File: src/rtl/acorn_prng_v2_if.sv
// ---------------------------------------------------------------------------
// acorn_prng_v2_if
//
// Purpose:
//   Bundles the seed-selection inputs and the output valid/ready handshake of
//   the ACORN generator, so a wrapper or testbench can pass them as one port.
//
// Signals (WIDTH = word width):
//   load       master->slave  capture a seed and restart the generator
//   select     master->slave  seed source: 00 gpio, 01 LA, 10 constant, 11 out
//   gpio_seed  master->slave  seed from pads
//   la_seed    master->slave  seed from logic-analyzer probes
//   free_run   master->slave  advance every RUN cycle regardless of out_ready
//   out_ready  master->slave  consumer accepts the current word
//   out        slave->master  current random word
//   out_valid  slave->master  out holds a valid word
//   reset_out  slave->master  generator unseeded or still warming up
//   overrun    slave->master  sticky: a valid word was dropped in free_run
//
// Modports:
//   master  the consumer / seed provider
//   slave   the generator
// ---------------------------------------------------------------------------
interface acorn_prng_v2_if #(
    parameter int WIDTH = 12
);
    logic             load;
    logic [1:0]       select;
    logic [WIDTH-1:0] gpio_seed;
    logic [WIDTH-1:0] la_seed;
    logic             free_run;
    logic             out_ready;
    logic [WIDTH-1:0] out;
    logic             out_valid;
    logic             reset_out;
    logic             overrun;

    modport master (
        output load,
        output select,
        output gpio_seed,
        output la_seed,
        output free_run,
        output out_ready,
        input  out,
        input  out_valid,
        input  reset_out,
        input  overrun
    );

    modport slave (
        input  load,
        input  select,
        input  gpio_seed,
        input  la_seed,
        input  free_run,
        input  out_ready,
        output out,
        output out_valid,
        output reset_out,
        output overrun
    );
endinterface

File: src/rtl/acorn_prng_v2.sv
// ---------------------------------------------------------------------------
// acorn_prng_v2
//
// Purpose:
//   Order-ORDER ACORN (Additive Congruential Random Number) generator working
//   modulo 2^WIDTH.  A seed Y0 is captured from one of four sources (always
//   forced odd), the accumulators Y1..Yk are cleared, WARMUP advances are
//   discarded, and the words of Yk are then offered on a valid/ready
//   handshake.  In free-run mode the generator advances every RUN cycle and
//   flags (sticky) any word that was replaced without being accepted.
//
// Parameters:
//   WIDTH         word width, all arithmetic wraps modulo 2^WIDTH
//   ORDER         number of accumulator registers Y1..Yk (k >= 1)
//   WARMUP        advances discarded after each load (0 allowed)
//   DEFAULT_SEED  constant seed source (select = 10)
//
// Ports:
//   wb_clk_i   in   single clock
//   wb_rst_i   in   synchronous, active-high reset
//   bus        slave side of acorn_prng_v2_if (seed inputs, handshake,
//              out / out_valid / reset_out / overrun, all registered)
// ---------------------------------------------------------------------------
module acorn_prng_v2 #(
    parameter int               WIDTH        = 12,
    parameter int               ORDER        = 8,
    parameter int               WARMUP       = 16,
    parameter logic [WIDTH-1:0] DEFAULT_SEED = WIDTH'(12'h5A5)
) (
    input  logic           wb_clk_i,
    input  logic           wb_rst_i,
    acorn_prng_v2_if.slave bus
);

    // Warm-up counter needs to hold 0..WARMUP; keep at least one bit so the
    // WARMUP = 0 build still has a legal (unused) counter.
    localparam int CNT_W = (WARMUP < 1) ? 1 : $clog2(WARMUP + 1);
    localparam logic [CNT_W-1:0] LAST_WARM = CNT_W'((WARMUP > 0) ? WARMUP - 1 : 0);

    typedef enum logic [1:0] {
        S_IDLE   = 2'd0,
        S_WARMUP = 2'd1,
        S_RUN    = 2'd2
    } state_t;

    state_t           r_state;
    state_t           w_next_state;

    logic [CNT_W-1:0] r_cnt;

    // r_y[0] is the seed, r_y[1..ORDER] are the accumulators.
    logic [WIDTH-1:0] r_y   [0:ORDER];
    logic [WIDTH-1:0] w_new [1:ORDER];

    logic [WIDTH-1:0] w_seed_src;
    logic [WIDTH-1:0] w_seed;
    logic             w_advance;

    logic             r_out_valid;
    logic             r_reset_out;
    logic             r_overrun;
    logic             w_out_valid_next;
    logic             w_reset_out_next;
    logic             w_overrun_next;

    // -----------------------------------------------------------------------
    // Additive cascade: each accumulator takes the running sum of the seed
    // and all lower-order accumulators, so the whole order-k update settles
    // in one cycle.  The running sum lives in a block-local variable so the
    // array is never read back while it is being built.
    // -----------------------------------------------------------------------
    always_comb begin : cascade
        logic [WIDTH-1:0] w_sum;
        w_sum = r_y[0];
        for (int m = 1; m <= ORDER; m++) begin
            w_sum    = w_sum + r_y[m];
            w_new[m] = w_sum;
        end
    end

    // -----------------------------------------------------------------------
    // Seed source selection.  Source 11 feeds back the word currently shown
    // on out, which is register Yk as it stands on the load edge.  The low
    // bit is forced so the additive sequence never collapses to all zeros.
    // -----------------------------------------------------------------------
    always_comb begin
        case (bus.select)
            2'b00:   w_seed_src = bus.gpio_seed;
            2'b01:   w_seed_src = bus.la_seed;
            2'b10:   w_seed_src = DEFAULT_SEED;
            default: w_seed_src = r_y[ORDER];
        endcase
        w_seed = w_seed_src | WIDTH'(1);
    end

    // -----------------------------------------------------------------------
    // Advance decision.  A load always wins and suppresses the advance on
    // its edge (the accumulators are being cleared instead).  In RUN the
    // generator moves on either a completed handshake or free-run.
    // -----------------------------------------------------------------------
    always_comb begin
        w_advance = 1'b0;
        if (!bus.load) begin
            case (r_state)
                S_WARMUP: w_advance = 1'b1;
                S_RUN:    w_advance = bus.free_run | (r_out_valid & bus.out_ready);
                default:  w_advance = 1'b0;
            endcase
        end
    end

    // -----------------------------------------------------------------------
    // Next-state logic.  Load restarts from any state; with no warm-up the
    // fresh seed is presented straight away.  WARMUP leaves on the edge that
    // performs its WARMUP-th advance, i.e. when the counter shows WARMUP-1.
    // -----------------------------------------------------------------------
    always_comb begin
        w_next_state = r_state;
        if (bus.load) begin
            w_next_state = (WARMUP == 0) ? S_RUN : S_WARMUP;
        end else begin
            case (r_state)
                S_IDLE:   w_next_state = S_IDLE;
                S_WARMUP: if (r_cnt == LAST_WARM) w_next_state = S_RUN;
                S_RUN:    w_next_state = S_RUN;
                default:  w_next_state = S_IDLE;
            endcase
        end
    end

    // -----------------------------------------------------------------------
    // Output logic, computed from the upcoming state so the registered flags
    // line up with the state they describe.  Overrun latches whenever a
    // word is replaced in RUN without the consumer having taken it.
    // -----------------------------------------------------------------------
    always_comb begin
        w_out_valid_next = (w_next_state == S_RUN);
        w_reset_out_next = (w_next_state != S_RUN);
        w_overrun_next   = r_overrun |
                           ((r_state == S_RUN) & w_advance & bus.free_run & ~bus.out_ready);
    end

    // -----------------------------------------------------------------------
    // State register, warm-up counter and registered status outputs.  Reset
    // overrides load.
    // -----------------------------------------------------------------------
    always_ff @(posedge wb_clk_i) begin
        if (wb_rst_i) begin
            r_state     <= S_IDLE;
            r_cnt       <= '0;
            r_out_valid <= 1'b0;
            r_reset_out <= 1'b1;
            r_overrun   <= 1'b0;
        end else begin
            r_state     <= w_next_state;
            r_out_valid <= w_out_valid_next;
            r_reset_out <= w_reset_out_next;
            r_overrun   <= w_overrun_next;
            if (bus.load) begin
                r_cnt <= '0;
            end else if ((r_state == S_WARMUP) && w_advance) begin
                r_cnt <= r_cnt + 1'b1;
            end
        end
    end

    // -----------------------------------------------------------------------
    // Generator registers.  Load captures the seed and clears Y1..Yk; an
    // advance writes every accumulator from the cascade on the same edge.
    // Y0 is constant between loads.
    // -----------------------------------------------------------------------
    always_ff @(posedge wb_clk_i) begin
        if (wb_rst_i) begin
            for (int m = 0; m <= ORDER; m++) begin
                r_y[m] <= '0;
            end
        end else if (bus.load) begin
            r_y[0] <= w_seed;
            for (int m = 1; m <= ORDER; m++) begin
                r_y[m] <= '0;
            end
        end else if (w_advance) begin
            for (int m = 1; m <= ORDER; m++) begin
                r_y[m] <= w_new[m];
            end
        end
    end

    assign bus.out       = r_y[ORDER];
    assign bus.out_valid = r_out_valid;
    assign bus.reset_out = r_reset_out;
    assign bus.overrun   = r_overrun;

endmodule

File: src/flat_wrapper.sv
// flat-port wrapper written by rule: the top's interface ports become plain ports
module acorn_prng_v2_flat 
#(
    parameter int               WIDTH        = 12,
    parameter int               ORDER        = 8,
    parameter int               WARMUP       = 16,
    parameter logic [WIDTH-1:0] DEFAULT_SEED = WIDTH'(12'h5A5)
)
  (wb_clk_i, wb_rst_i, bus_load, bus_select, bus_gpio_seed, bus_la_seed, bus_free_run, bus_out_ready, bus_out, bus_out_valid, bus_reset_out, bus_overrun);
  acorn_prng_v2_if #(.WIDTH(WIDTH)) bus_i ();
  input  logic wb_clk_i;
  input  logic wb_rst_i;
  input wire logic [$bits(bus_i.load)-1:0] bus_load;
  input wire logic [$bits(bus_i.select)-1:0] bus_select;
  input wire logic [$bits(bus_i.gpio_seed)-1:0] bus_gpio_seed;
  input wire logic [$bits(bus_i.la_seed)-1:0] bus_la_seed;
  input wire logic [$bits(bus_i.free_run)-1:0] bus_free_run;
  input wire logic [$bits(bus_i.out_ready)-1:0] bus_out_ready;
  output wire logic [$bits(bus_i.out)-1:0] bus_out;
  output wire logic [$bits(bus_i.out_valid)-1:0] bus_out_valid;
  output wire logic [$bits(bus_i.reset_out)-1:0] bus_reset_out;
  output wire logic [$bits(bus_i.overrun)-1:0] bus_overrun;
  assign bus_i.load = bus_load;
  assign bus_i.select = bus_select;
  assign bus_i.gpio_seed = bus_gpio_seed;
  assign bus_i.la_seed = bus_la_seed;
  assign bus_i.free_run = bus_free_run;
  assign bus_i.out_ready = bus_out_ready;
  assign bus_out = bus_i.out;
  assign bus_out_valid = bus_i.out_valid;
  assign bus_reset_out = bus_i.reset_out;
  assign bus_overrun = bus_i.overrun;
  acorn_prng_v2 #(.WIDTH(WIDTH), .ORDER(ORDER), .WARMUP(WARMUP), .DEFAULT_SEED(DEFAULT_SEED)) u_core (.wb_clk_i(wb_clk_i), .wb_rst_i(wb_rst_i), .bus(bus_i));
endmodule
File: config.mk
export PLATFORM = sky130hd
export DESIGN_NAME = acorn_prng_v2_flat
export DESIGN_NICKNAME = d
export VERILOG_FILES = /design/src/rtl/acorn_prng_v2_if.sv /design/src/rtl/acorn_prng_v2.sv /design/src/flat_wrapper.sv
export SDC_FILE = /design/constraint.sdc
export NUM_CORES = 1
export LEC_CHECK = 0
export CORE_MARGIN = 8
export CORE_UTILIZATION = 50
export DETAILED_ROUTE_END_ITERATION = 12
export PLACE_DENSITY = 0.69
export REMOVE_ABC_BUFFERS = 1
export SYNTH_ARGS = -nofsm -noshare
export SYNTH_HDL_FRONTEND = slang
export SYNTH_SLANG_ARGS = --single-unit
File: constraint.sdc
create_clock -name wb_clk_i -period 9.4 [get_ports wb_clk_i]
set_input_delay 2.35 -clock wb_clk_i [delete_from_list [all_inputs] [get_ports wb_clk_i]]
set_output_delay 2.35 -clock wb_clk_i [all_outputs]
set_load 0.05 [all_outputs]
==> results.md, run 1 <==
* Fmax at around 120 MHz
* Post-synth top area cell: edfxtp_1
* DRC Markers at 0
* Sw frac at 41.71%
* Yosys cell types at 55
* Final Non-Filler Cells at 1088
* Num CTS Buffers at 17
* Most frequent cells after synthesis: edfxtp_1, nor2_1, ha_1
* Crit path buffers/inverters at 1
* Sequential area share after synthesis at 41.94%
* Vias in the first global route at around 6000
* H-tree depth at 4
* CP endpoint kind: register
* DRT Wirelength at roughly 17 mm
* Pin count of the biggest net entering global routing at 75
* Slew @ Worst Pin at 999.3 ps
* Fin crit period at 8286 ps
* Cts repair resizes at 0
* Rows at 47
* Cts hold-fix bufs at 0
* Post-CTS setup buffer count at 0
* Register area at between 3000 and 4000 µm²
* DRT iter0 DRCs at 311
* Clk_lat worst skew at 420 ps
* Root Driver: clkbuf_16
* Final worst slack at 1114 ps
* RSZ-0062 raised after global routing: no
* Core area at approximately 16000 µm²
* Clock slew at reported path FFs at 60 ps
* Placement Setup Slack at approximately 1200 ps
* Multi-input gate area at around 4500 µm²
* Logic pwr share at 60.1%
* Instance count of the mapped netlist at approximately 810
* Power per cell area at 336.1 nW/µm²
* Worst path required time at 9550 ps
* Die area at 20780 µm²
* Clock share of power at 20.2%
* Max-cap violations at 0
* Critical Setup Path Class: register to register
* PortBufs at 43
* Total track usage at 17.49%
* Layout net count at about 1000
* Number of synthesized flops with an enable pin at 108
* GPL Wtd Cong at 0.8650
* Die W at 144.1 µm
* Relative slew slack at 33.38%
* Share of cells above drive strength 1 at 6.452%
* Count of clock tree sinks at 118
* Vias per cell at 5.373
* Hold Crit Class: register to register
* Synth Register Bits at approximately 120
* Worst VDD drop at around 0.00039 V
* Final setup vio count at 0
* Post-synth top area share at between 30 and 40%
* Worst path depth at 38
* Mean Syn Cell Area at 10.20 µm²
* Internal Power at between 1500 and 2000 µW
* Final HPWL DP at 12.47 mm
* Routed len/inst at 15.69 µm
* Largest stage delay on the critical path at 410 ps
* CP delay by family, top: adder cells
* Final hold vios at 0
* Synth Warn # at 0
* First-pass GRT wire length at 28.53 mm
* Worst path slowest cell: fa_1
* Post-route ant nets at 0
* Synth area leaders: edfxtp_1, ha_1, and2_1
* Post-Route Setup TNS at 0 ps
* Worst Setup Start Kind: register
* Fill cells at roughly 1400
* Ys flop type: edfxtp_1
* Starting Density at 50.40%
* Sequential share of power at 19.7%
* Overflow after GRT at 0
* Worst EP arrival at 8440 ps
* I/O Pins at 46
* Clock buffer depth at 2
* Final Cycle Share at between 80% and 90%
* Area Overhead vs Synth at 15.50%
* Post-synth ARST share at 0%
* Cell Area, Synth at 8210 µm²
* Most common cell in the synthesized netlist: edfxtp_1
* Pre-antenna DRT Iters at 4
* Most used cell along the critical path: ha_1
* Dpl cells at about 1100
* Antenna diode instance count at 0
* Crit Path Max Fanout at 4
* CTS tree: done
* Initial antenna violation count at 0
* Fin. max-slew vios at 0
* Die Span Y at 144.1 µm
* R2R cell count at 38
* Worst Skew at roughly 7.9 ps
* Leakage at 0.004124 µW
* Switch Pwr at 1329 µW
* Cells on Worst Hold Path at 2
* Status: finished clean
* Vias at 5846
-- routing by layer --
layer | global-route usage, % | share of wire, % | vias to the layer above
li1 | - | - | 2942
met1 | 20.39 | 43 | 2820
met2 | 31.12 | 53 | 68
met3 | 4.358 | 3.2 | 16
met4 | 5.148 | 1.1 | 0
met5 | 0 | 0 | -
-- final cells by class --
cell class	instances	area share, %
inverter	70	2.771
tap	220	2.903
clock inverter	13	1.187
clock buffer	19	5.014
sequential	118	36.31
timing repair buffer	46	4.776
multi-input combinational	602	47.04
-- state kept, by name (all words and copies together) (netlist names) --
register	cells
u_core.r_cnt	5
u_core.bus.overrun	1
u_core.r_state	2
u_core.bus.out_valid	1
u_core.bus.reset_out	1
u_core.r_y	108
-- metrics by stage --
step / hold WS (ps) / power, µW / util [%] / instance area, µm²
2_1_floorplan: 471.4 / 2158 / - / 8154
3_3_place_gp: 458.4 / 2453 / 54.60 / 8895
3_5_place_dp: 481.4 / 2540 / 54.60 / 8895
4_1_cts: 497.5 / 3206 / 58.21 / 9483
5_1_grt: 522.6 / 3468 / 58.21 / 9483
6_report: 493.6 / 3187 / 58.21 / 9483
-- worst reg2reg max path: cells and delay by family, from the launching register on --
kind	cells	cell delay (ps)
AO/OA/AOI/OAI	14	2870
XOR/XNOR	3	450
adder cells (fa/ha/maj)	9	2940
buffers and inverters	1	60
flip-flops	1	370
AND/OR/NAND/NOR	11	1330
-- path summary, 6_finish.rpt --
kind         slack, ps                end              from
max reg2reg       1110  u_core.r_y[2][11]  u_core.r_y[0][0]
max               1110  u_core.r_y[2][11]  u_core.r_y[0][0]
min reg2reg        490    u_core.r_cnt[4]   u_core.r_cnt[4]
min                490    u_core.r_cnt[4]   u_core.r_cnt[4]
-- kinds of logic after synthesis --
group                      count (synthesis)  synth area share [%]
DFF                                      118                 41.94
and+or+nand+nor                          263                 15.89
xor gates and xnor gates                  64                 7.635
adders and majority gates                102                 16.28
muxes                                     12                 1.539
buffers and inverters                     85                 3.886
AOI/OAI and AO/OA                        161                 12.83
-- power by group through the flow --
stage	Sequential (µW)	Combinational [µW]	Clock, µW
2_1_floorplan	652	1510	0
3_3_place_gp	637	1820	0
3_5_place_dp	639	1900	0
4_1_cts	628	1920	654
5_1_grt	631	2160	679
6_report	628	1910	645
-- placed cells by master, fill, tap and decap left out, drive strengths merged, types with 8 or more instances in the layout --
master	n
a21boi	19
a21o	8
a21oi	49
and2	70
and3	9
clkbuf	19
clkdlybuf4s50	43
dfxtp	10
edfxtp	108
fa	8
ha	94
inv	78
nand2	32
nor2	101
nor2b	11
nor3	12
o21ai	43
o21bai	8
xnor2	41
xor2	19
Note: power is estimated with default switching activity, not from simulation.
==> run 2: changes to the inputs <==
--- a/config.mk
+++ b/config.mk
@@ -7,7 +7,9 @@
 export LEC_CHECK = 0
 export CORE_MARGIN = 8
 export CORE_UTILIZATION = 50
+export CTS_CLUSTER_DIAMETER = 120
 export DETAILED_ROUTE_END_ITERATION = 12
+export HOLD_SLACK_MARGIN = 0.05
 export PLACE_DENSITY = 0.69
 export REMOVE_ABC_BUFFERS = 1
 export SYNTH_ARGS = -nofsm -noshare
==> results of run 2 <==
Same layout as run 1: the final DEF is identical, and so are final timing and power.
